## src/rtl/memory_stage.sv

```systemverilog
// MIPS MEM stage: branch/jump resolution, req/ack data-memory access,
// MEM/WB pipeline register and MEM/WB forwarding sources.
module memory_stage #(
  parameter int DATA_W = 32,
  parameter int REG_W  = 5
) (
  input  logic              CLK,
  input  logic              RST,
  input  logic              branch,
  input  logic              jump,
  input  logic              MemRead,
  input  logic              MemWrite,
  input  logic              RegWrite,
  input  logic              MemtoReg,
  input  logic [DATA_W-1:0] add_in,
  input  logic              aluzero,
  input  logic [DATA_W-1:0] alu_in,
  input  logic [DATA_W-1:0] readdata2_in,
  input  logic [REG_W-1:0]  regrd_in,
  output logic              dmem_req,
  output logic              dmem_we,
  output logic [DATA_W-1:0] dmem_addr,
  output logic [DATA_W-1:0] dmem_wdata,
  input  logic [DATA_W-1:0] dmem_rdata,
  input  logic              dmem_ack,
  output logic              stall,
  output logic              pcsrc,
  output logic              jump_out,
  output logic [DATA_W-1:0] branch_target,
  output logic [REG_W-1:0]  MEMRegRd,
  output logic              MEM_RegWrite,
  output logic [DATA_W-1:0] regExMem,
  output logic [REG_W-1:0]  WBRegRd,
  output logic              WB_RegWrite,
  output logic              WB_MemtoReg,
  output logic [DATA_W-1:0] wb_readdata,
  output logic [DATA_W-1:0] wb_aluout,
  output logic [DATA_W-1:0] regMemWb,
  output logic              align_err
);

  typedef enum logic [1:0] {
    IDLE = 2'd0,
    WAIT = 2'd1,
    DONE = 2'd2
  } state_e;

  state_e state_q, state_d;

  logic              req_q, req_d;
  logic              we_q, we_d;
  logic [DATA_W-1:0] addr_q, addr_d;
  logic [DATA_W-1:0] wdata_q, wdata_d;
  logic [DATA_W-1:0] rdata_q, rdata_d;
  logic              err_q, err_d;

  logic              wb_rw_q, wb_rw_d;
  logic              wb_m2r_q, wb_m2r_d;
  logic [REG_W-1:0]  wb_rd_q, wb_rd_d;
  logic [DATA_W-1:0] wb_rdata_q, wb_rdata_d;
  logic [DATA_W-1:0] wb_alu_q, wb_alu_d;

  logic memop;
  logic misalign;

  assign memop    = MemRead | MemWrite;
  assign misalign = memop & (alu_in[1:0] != 2'b00);

  // Stall covers the issue cycle and every WAIT cycle; DONE lets EX/MEM advance.
  assign stall = ((state_q == IDLE) & memop & ~misalign)
               | (state_q == WAIT);

  assign pcsrc         = branch & aluzero & ~stall;
  assign jump_out      = jump & ~stall;
  assign branch_target = add_in;
  assign MEMRegRd      = regrd_in;
  assign MEM_RegWrite  = RegWrite & ~MemtoReg;
  assign regExMem      = alu_in;

  always_comb begin
    state_d    = state_q;
    req_d      = req_q;
    we_d       = we_q;
    addr_d     = addr_q;
    wdata_d    = wdata_q;
    rdata_d    = rdata_q;
    err_d      = err_q;
    wb_rw_d    = 1'b0;
    wb_m2r_d   = 1'b0;
    wb_rd_d    = '0;
    wb_rdata_d = '0;
    wb_alu_d   = '0;
    unique case (state_q)
      IDLE: begin
        if (!memop) begin
          wb_rw_d  = RegWrite;
          wb_alu_d = alu_in;
          wb_rd_d  = regrd_in;
        end else if (misalign) begin
          err_d = 1'b1;
        end else begin
          req_d   = 1'b1;
          we_d    = MemWrite;
          addr_d  = alu_in;
          wdata_d = readdata2_in;
          state_d = WAIT;
        end
      end
      WAIT: begin
        if (dmem_ack) begin
          req_d   = 1'b0;
          we_d    = 1'b0;
          rdata_d = dmem_rdata;
          state_d = DONE;
        end
      end
      DONE: begin
        wb_rw_d    = RegWrite;
        wb_m2r_d   = MemtoReg;
        wb_rdata_d = rdata_q;
        wb_alu_d   = alu_in;
        wb_rd_d    = regrd_in;
        state_d    = IDLE;
      end
      default: begin
        state_d = IDLE;
      end
    endcase
  end

  always_ff @(posedge CLK) begin
    if (RST) begin
      state_q    <= IDLE;
      req_q      <= 1'b0;
      we_q       <= 1'b0;
      addr_q     <= '0;
      wdata_q    <= '0;
      rdata_q    <= '0;
      err_q      <= 1'b0;
      wb_rw_q    <= 1'b0;
      wb_m2r_q   <= 1'b0;
      wb_rd_q    <= '0;
      wb_rdata_q <= '0;
      wb_alu_q   <= '0;
    end else begin
      state_q    <= state_d;
      req_q      <= req_d;
      we_q       <= we_d;
      addr_q     <= addr_d;
      wdata_q    <= wdata_d;
      rdata_q    <= rdata_d;
      err_q      <= err_d;
      wb_rw_q    <= wb_rw_d;
      wb_m2r_q   <= wb_m2r_d;
      wb_rd_q    <= wb_rd_d;
      wb_rdata_q <= wb_rdata_d;
      wb_alu_q   <= wb_alu_d;
    end
  end

  assign dmem_req    = req_q;
  assign dmem_we     = we_q;
  assign dmem_addr   = addr_q;
  assign dmem_wdata  = wdata_q;
  assign align_err   = err_q;
  assign WBRegRd     = wb_rd_q;
  assign WB_RegWrite = wb_rw_q;
  assign WB_MemtoReg = wb_m2r_q;
  assign wb_readdata = wb_rdata_q;
  assign wb_aluout   = wb_alu_q;
  assign regMemWb    = wb_m2r_q ? wb_rdata_q : wb_alu_q;

endmodule

```

## config.mk

```make
export PLATFORM = sky130hd
export DESIGN_NAME = memory_stage
export DESIGN_NICKNAME = d
export VERILOG_FILES = /design/src/rtl/memory_stage.sv
export SDC_FILE = /design/constraint.sdc
export NUM_CORES = 1
export LEC_CHECK = 0
export ABC_AREA = 1
export BUFFER_PORTS_ARGS = -buffer_cell sky130_fd_sc_hd__buf_2
export CAP_MARGIN = 20
export CORE_AREA = 2 2 150 152
export CTS_CLUSTER_DIAMETER = 200
export DETAILED_ROUTE_END_ITERATION = 8
export DIE_AREA = 0 0 152 154
export PLACE_DENSITY = 0.65
export SLEW_MARGIN = 20
export SYNTH_ARGS = -nofsm -noshare
export SYNTH_HDL_FRONTEND = slang
export SYNTH_SLANG_ARGS = --single-unit
```

## constraint.sdc

```tcl
create_clock -name CLK -period 1.7 [get_ports CLK]
set_input_delay 0.34 -clock CLK [delete_from_list [all_inputs] [get_ports CLK]]
set_output_delay 0.34 -clock CLK [all_outputs]
set_load 0.02 [all_outputs]
```

==> metrics, run 1 <==
filler-free cell count of the finished design=1,301; cell depth of the worst min-delay path=3; number of hold buffers added after CTS=0; setup_tns=-2602 ps; destination of the worst register-to-register timing path=dmem_we; Data arrival, critical path=1460 ps; Cell variety after synth=22; critical path launch point type=register; total number of H-tree levels=4; area of the multi-input gates=2231 µm²; worst-path maximum fanout=19; critical path capture point=regMemWb[31]; DP Cell Count=1,263; number of failing hold endpoints at the final stage=0; fill cell instance count of the final layout=2,247; Final HPWL DP=15,250 µm; clock skew after layout=9.393 ps; final setup violation count=32; launch instance of the worst register-to-register path=state_q[0]; classification of the worst-slack hold path=in2reg; via density per instance=4.637; clock-pin transition on the worst setup and hold timing paths=80 ps; final clock period utilization by the worst path=106.1%; last weighted congestion value of the routability-driven placer=0.8441; Worst Slack Setup Final=-104.5 ps; Root Buffer Master=sky130_fd_sc_hd__clkbuf_16; power consumption=9.536 mW; Detailed Route WL=21,250 µm; post-placement worst setup slack=171.3 ps; static leakage power=4.162 nW; post-synth top area cell=sky130_fd_sc_hd__dfxtp_1; post-synth net total=909; R2R setup slack=360 ps; residual DRC count=0; initial antenna violation count=1; proportion of layout cells with a drive suffix above 1=41.76%; remaining antenna violation count after routing=0; peak clock frequency supported by timing=554.2 MHz; worst vdd rail ir drop=0.0005368 V; Vias=6,033; logic depth of the worst register-to-register path=8; maximum number of pins on one net before global-route repair=67; Yosys top cell area share=52.22%; DIE AREA=23,410 µm²; critical path startpoint=WB_MemtoReg; number of buffers created by CTS=17; slew at the pin closest to its max-slew limit=506.0 ps; overall fraction of global-route tracks in use=17.30%; Max clock buf depth=2; outcome=finished with violations; number of top-level pins=386; ranking of synthesized cells by area=sky130_fd_sc_hd__dfxtp_1, sky130_fd_sc_hd__buf_4, sky130_fd_sc_hd__a21oi_1; time the worst path needs with I/O delays and setup=1804 ps; first-pass GRT wire length=32,050 µm; Skew-Pair Late Insertion Delay=410 ps; area growth from synthesis to final layout=32.69%; vias in the first global route=5,523; net total in the final layout=1,150; Worst Setup End Kind=output port; number of input and output port buffers inserted=321; number of max-capacitance violations reported=0; warnings from Yosys=0; setup repair after global routing missed its margin=yes; vertical die dimension=154 µm; post-synth design cell area=6594 µm²; synthesis-stage register bit count=172; critical path class=reg2out; Syn Inst Count=766; register area=3455 µm²; Final Max Slew Viols=0; power density over the cells=1090 nW/µm²; routed len/inst=16.33 µm; number of design-rule violations left by the first detailed-router iteration=453; Die Span X=152 µm; sequential-to-total area share from yosys stat=52.22%; violated checks=setup timing; total grt overflow=0; Clock Sink Count=172; clock tree from TritonCTS=built; number of standard-cell rows in the floorplan=54; effective utilization at floorplan=30.40%; Crit path required time=1360 ps; area of the core region=21,690 µm²; max_slew headroom=66.27%; number of iterations in the first detailed-routing pass=5; Avg Synthesized Cell Area=8.608 µm²
==> cell usage after synthesis <==
master                     count
sky130_fd_sc_hd__nor3_1        4
sky130_fd_sc_hd__nand3b_1      1
sky130_fd_sc_hd__o21a_1        1
sky130_fd_sc_hd__clkbuf_1     15
sky130_fd_sc_hd__nand3_1       4
sky130_fd_sc_hd__nor2_1       75
sky130_fd_sc_hd__o21ai_0      32
sky130_fd_sc_hd__mux2_2       30
sky130_fd_sc_hd__nand2_1     110
sky130_fd_sc_hd__dfxtp_1     172
sky130_fd_sc_hd__buf_2        31
sky130_fd_sc_hd__nor2_2        2
sky130_fd_sc_hd__nand2_4       1
sky130_fd_sc_hd__inv_2         1
sky130_fd_sc_hd__inv_1        44
sky130_fd_sc_hd__nand4_1      62
sky130_fd_sc_hd__buf_6         1
sky130_fd_sc_hd__buf_1         5
sky130_fd_sc_hd__buf_4        75
sky130_fd_sc_hd__a21oi_1      97
sky130_fd_sc_hd__nand3_2       1
sky130_fd_sc_hd__mux2_1        2
==> logic make-up after synthesis <==
kind of cell           synth area share, %
AOI/OAI and AO/OA                    9.905
DFF                                  52.22
and+or+nand+nor                      17.65
buffers and inverters                14.76
muxes                                5.465
==> where the power goes <==
group          internal (mW)  switching [mW]
registers               4.20          0.0809
clock network           2.00            1.85
logic                  0.493           0.901
==> metal layers <==
metal,GRT usage (%),up-vias,routed length (µm)
met5,0,-,0
met4,5.162,0,340
met3,3.664,26,1032
met2,27.91,190,10290
met1,23.35,2877,9586
li1,-,2940,-
==> cell type report <==
cell class / count / share of cell area [%]
Inverter: 45 / 1.931
Clock inverter: 14 / 1.659
Multi-Input combinational cell: 422 / 25.50
Clock buffer: 18 / 5.019
Sequential cell: 172 / 39.48
Tap cell: 280 / 4.004
Timing Repair Buffer: 349 / 22.38
Antenna cell: 1 / 0.02860
==> state kept, by name, indices dropped and copies added (netlist names) <==
name         cells
WBRegRd          5
dmem_req         1
wb_readdata     32
align_err        1
wb_aluout       32
state_q          2
WB_MemtoReg      1
WB_RegWrite      1
dmem_wdata      32
dmem_we          1
rdata_q         32
dmem_addr       32
==> per-stage QoR <==
stage          util [%]  hold WS [ps]  cell area (µm²)
2_1_floorplan         -         416.0             6594
3_5_place_dp      37.20         425.4             8069
3_3_place_gp      37.20         421.6             8069
6_report          40.34         153.7             8750
5_1_grt           40.34         120.7             8750
4_1_cts           40.04         123.1             8685
==> worst max-delay path, cell delays in order (launching register included) <==
cell,delay (ps)
sky130_fd_sc_hd__dfxtp_4,370
sky130_fd_sc_hd__buf_12,160
sky130_fd_sc_hd__mux2_2,350
sky130_fd_sc_hd__buf_2,160
==> how the worst min path moves through the flow <==
stage / startpoint / to / slack (ps)
final: regrd_in[0] / WBRegRd[0] / 150
after global routing: MemtoReg / WB_MemtoReg / 120
after CTS: MemtoReg / WB_MemtoReg / 120
after detailed placement: rdata_q[23] / wb_readdata[23] / 430
after global placement: rdata_q[24] / wb_readdata[24] / 420
after floorplan: rdata_q[0] / wb_readdata[0] / 420
==> repair_timing <==
item                       in CTS  in global routing
setup endpoints to repair      35                 35
gates resized for setup         9                 10
setup buffers                   1                  4
pin swaps                       1                  2
==> cell usage in the layout (no fill, tap or decap), types with 3 or more instances in the layout <==
cell	instances
sky130_fd_sc_hd__buf_2	316
sky130_fd_sc_hd__dfxtp_1	169
sky130_fd_sc_hd__nand2_1	107
sky130_fd_sc_hd__a21oi_1	97
sky130_fd_sc_hd__nor2_1	73
sky130_fd_sc_hd__nand4_1	62
sky130_fd_sc_hd__inv_1	44
sky130_fd_sc_hd__o21ai_0	32
sky130_fd_sc_hd__mux2_2	30
sky130_fd_sc_hd__buf_4	22
sky130_fd_sc_hd__clkbuf_16	17
sky130_fd_sc_hd__buf_12	10
sky130_fd_sc_hd__inv_6	5
sky130_fd_sc_hd__nor3_1	4
sky130_fd_sc_hd__inv_8	4
sky130_fd_sc_hd__dfxtp_4	3
sky130_fd_sc_hd__nand2_4	3
sky130_fd_sc_hd__nor2_4	3
sky130_fd_sc_hd__nand3_1	3
(Power assumes the default switching activity.)
==> run 2, diff against run 1 <==
--- a/config.mk
+++ b/config.mk
@@ -12,6 +12,7 @@
 export CTS_CLUSTER_DIAMETER = 200
 export DETAILED_ROUTE_END_ITERATION = 8
 export DIE_AREA = 0 0 152 154
+export GPL_TIMING_DRIVEN = 0
 export PLACE_DENSITY = 0.65
 export SLEW_MARGIN = 20
 export SYNTH_ARGS = -nofsm -noshare
==> run 2 against run 1 <==
Against the previous run: critical path depth is the same; total power grew 4.7%; cell count grew 11%; the flow still finishes with violations (setup timing); largest power group unchanged; worst hold slack gained 25 ps; combinational power grew 21%; sequential power is essentially flat; global-route usage grew 2.3 points; critical endpoint is now regMemWb[8]; utilization grew 3.9 points.
==> metrics, run 2 (synthesized netlist as in run 1, its figures left out) <==
via density per instance=4.528 (was 4.637); critical path startpoint=WB_MemtoReg (unchanged); Vias=6,530 (was 6,033); total grt overflow=0 (unchanged); violated checks=setup timing (unchanged); Fin Hold WS=178.2 ps (was 153.7 ps); area growth from synthesis to final layout=45.60% (was 32.69%); slew at the pin closest to its max-slew limit=713.6 ps (was 506.0 ps); DIE AREA=23,410 µm² (unchanged); Final HPWL DP=18,180 µm (was 15,250 µm); effective utilization at floorplan=30.40% (unchanged); worst vdd rail ir drop=0.0005395 V (was 0.0005368 V); number of buffers created by CTS=17 (unchanged); static leakage power=4.710 nW (was 4.162 nW); max_slew headroom=52.43% (was 66.27%); launch instance of the worst register-to-register path=state_q[0] (unchanged); Crit path required time=1360 ps (about the same); number of design-rule violations left by the first detailed-router iteration=332 (was 453); last weighted congestion value of the routability-driven placer=0.8561 (was 0.8441); WL met3=1290 µm (was 1032 µm); number of max-capacitance violations reported=0 (unchanged); number of input and output port buffers inserted=353 (was 321); number of hold buffers added after CTS=0 (unchanged); Skew-Pair Late Insertion Delay=420 ps (was 410 ps); logic depth of the worst register-to-register path=10 (was 8); number of failing hold endpoints at the final stage=0 (unchanged); setup repair after global routing missed its margin=yes (unchanged); area of the core region=21,690 µm² (unchanged); clock-pin transition on the worst setup and hold timing paths=70 ps (was 80 ps); proportion of layout cells with a drive suffix above 1=46.94% (was 41.76%); first-pass GRT wire length=35,580 µm (was 32,050 µm); outcome=finished with violations (unchanged); number of iterations in the first detailed-routing pass=5 (unchanged); clock skew after layout=15.92 ps (was 9.393 ps); worst-path maximum fanout=10 (was 19); Root Buffer Master=sky130_fd_sc_hd__clkbuf_16 (unchanged); final clock period utilization by the worst path=107.9% (was 106.1%); overall fraction of global-route tracks in use=19.58% (was 17.30%); peak clock frequency supported by timing=545.2 MHz (was 554.2 MHz); routed len/inst=16.60 µm (was 16.33 µm); R2R setup slack=100 ps (was 360 ps); Clock Sink Count=172 (unchanged); fill cell instance count of the final layout=2,152 (was 2,247); filler-free cell count of the finished design=1,442 (was 1,301); critical path capture point=regMemWb[8] (was regMemWb[31]); critical path class=reg2out (unchanged); Die Span X=152 µm (unchanged); Detailed Route WL=23,940 µm (was 21,250 µm); commonest non-fill, non-tap cells in the layout=sky130_fd_sc_hd__buf_2, sky130_fd_sc_hd__dfxtp_1, sky130_fd_sc_hd__nand2_1, sky130_fd_sc_hd__a21oi_1, sky130_fd_sc_hd__buf_4 (was sky130_fd_sc_hd__buf_2, sky130_fd_sc_hd__dfxtp_1, sky130_fd_sc_hd__nand2_1, sky130_fd_sc_hd__a21oi_1, sky130_fd_sc_hd__nor2_1); DP Cell Count=1,399 (was 1,263); clock tree from TritonCTS=built (unchanged); classification of the worst-slack hold path=in2reg (unchanged); maximum number of pins on one net before global-route repair=20 (was 67); post-route met1 wirelength=10,390 µm (was 9586 µm); net total in the final layout=1,291 (was 1,150); Worst Slack Setup Final=-134.1 ps (was -104.5 ps); Data arrival, critical path=1490 ps (was 1460 ps); vertical die dimension=154 µm (unchanged); destination of the worst register-to-register timing path=dmem_wdata[21] (was dmem_we); most frequent standard cell in the layout excluding fill and tap cells=sky130_fd_sc_hd__buf_2 (unchanged); vias in the first global route=6,139 (was 5,523); number of standard-cell rows in the floorplan=54 (unchanged); uppermost layer routed=met4 (unchanged); remaining antenna violation count after routing=0 (unchanged); final setup violation count=33 (was 32); power density over the cells=1040 nW/µm² (was 1090 nW/µm²); core utilization of the finished layout=44.27% (was 40.34%); power consumption=9.988 mW (was 9.536 mW); Final Max Slew Viols=0 (unchanged); total number of H-tree levels=4 (unchanged); number of top-level pins=386 (unchanged); Max clock buf depth=2 (unchanged); initial antenna violation count=1 (unchanged); Worst Setup End Kind=output port (unchanged); critical path launch point type=register (unchanged); residual DRC count=0 (unchanged); time the worst path needs with I/O delays and setup=1834 ps (was 1804 ps); routed length on met2=11,780 µm (was 10,290 µm)
## run 2: how the worst min path moves through the flow
stage                startpoint         endpoint  slack, ps  depth (start not counted)
floorplan            rdata_q[0]   wb_readdata[0]        420                          2
global placement    rdata_q[21]  wb_readdata[21]        420                          2
detailed placement   rdata_q[1]   wb_readdata[1]        420                          2
CTS                    MemtoReg      WB_MemtoReg        150                          3
global route           MemtoReg      WB_MemtoReg        150                          3
finish                 MemtoReg      WB_MemtoReg        180                          3
## run 2: report_power, final
part	switching [mW]	internal (mW)
clock network	1.88	2.14
logic	1.03	0.647
registers	0.0838	4.20
## run 2: layout make-up
class | instances | area (µm²) | share of cell area (%)
sequential | 172 | 3455 | 35.98
multi-input combinational | 422 | 2235 | 23.28
timing repair buffer | 364 | 1908 | 19.87
buffer | 126 | 862.1 | 8.980
clock buffer | 17 | 425.4 | 4.431
tap | 280 | 350.3 | 3.649
clock inverter | 15 | 193.9 | 2.020
inverter | 45 | 168.9 | 1.759
antenna | 1 | 2.502 | 0.02607
## run 2: repair_timing
item | in CTS | in global routing
pin swaps | 2 | 1
buffers inserted | 9 | 2
hold endpoints to repair | 0 | 0
cloned | 0 | 1
endpoints found under the setup margin | 65 | 64
gates resized for setup | 31 | 21
## run 2: critical path: stages (launching register included)
cell	delay [ps]
sky130_fd_sc_hd__dfxtp_4	420
sky130_fd_sc_hd__buf_12	160
sky130_fd_sc_hd__mux2_2	340
sky130_fd_sc_hd__buf_2	160
## run 2: stage by stage
| step | setup TNS [ps] | setup WS (ps) | cell area, µm² |
|---|---|---|---|
| 2_1_floorplan | 0 | 94.28 | 6594 |
| 4_1_cts | -4792 | -179.2 | 9492 |
| 6_report | -3647 | -134.1 | 9600 |
| 5_1_grt | -5864 | -202.4 | 9600 |
| 3_5_place_dp | -9213 | -250.4 | 8711 |
| 3_3_place_gp | -10230 | -244.2 | 8711 |
## run 2: per-layer routing
metal | vias to the layer above | track usage [%]
met5 | - | 0
met4 | 0 | 6.231
met3 | 28 | 3.890
met2 | 261 | 33.29
met1 | 3004 | 25.05
li1 | 3237 | -
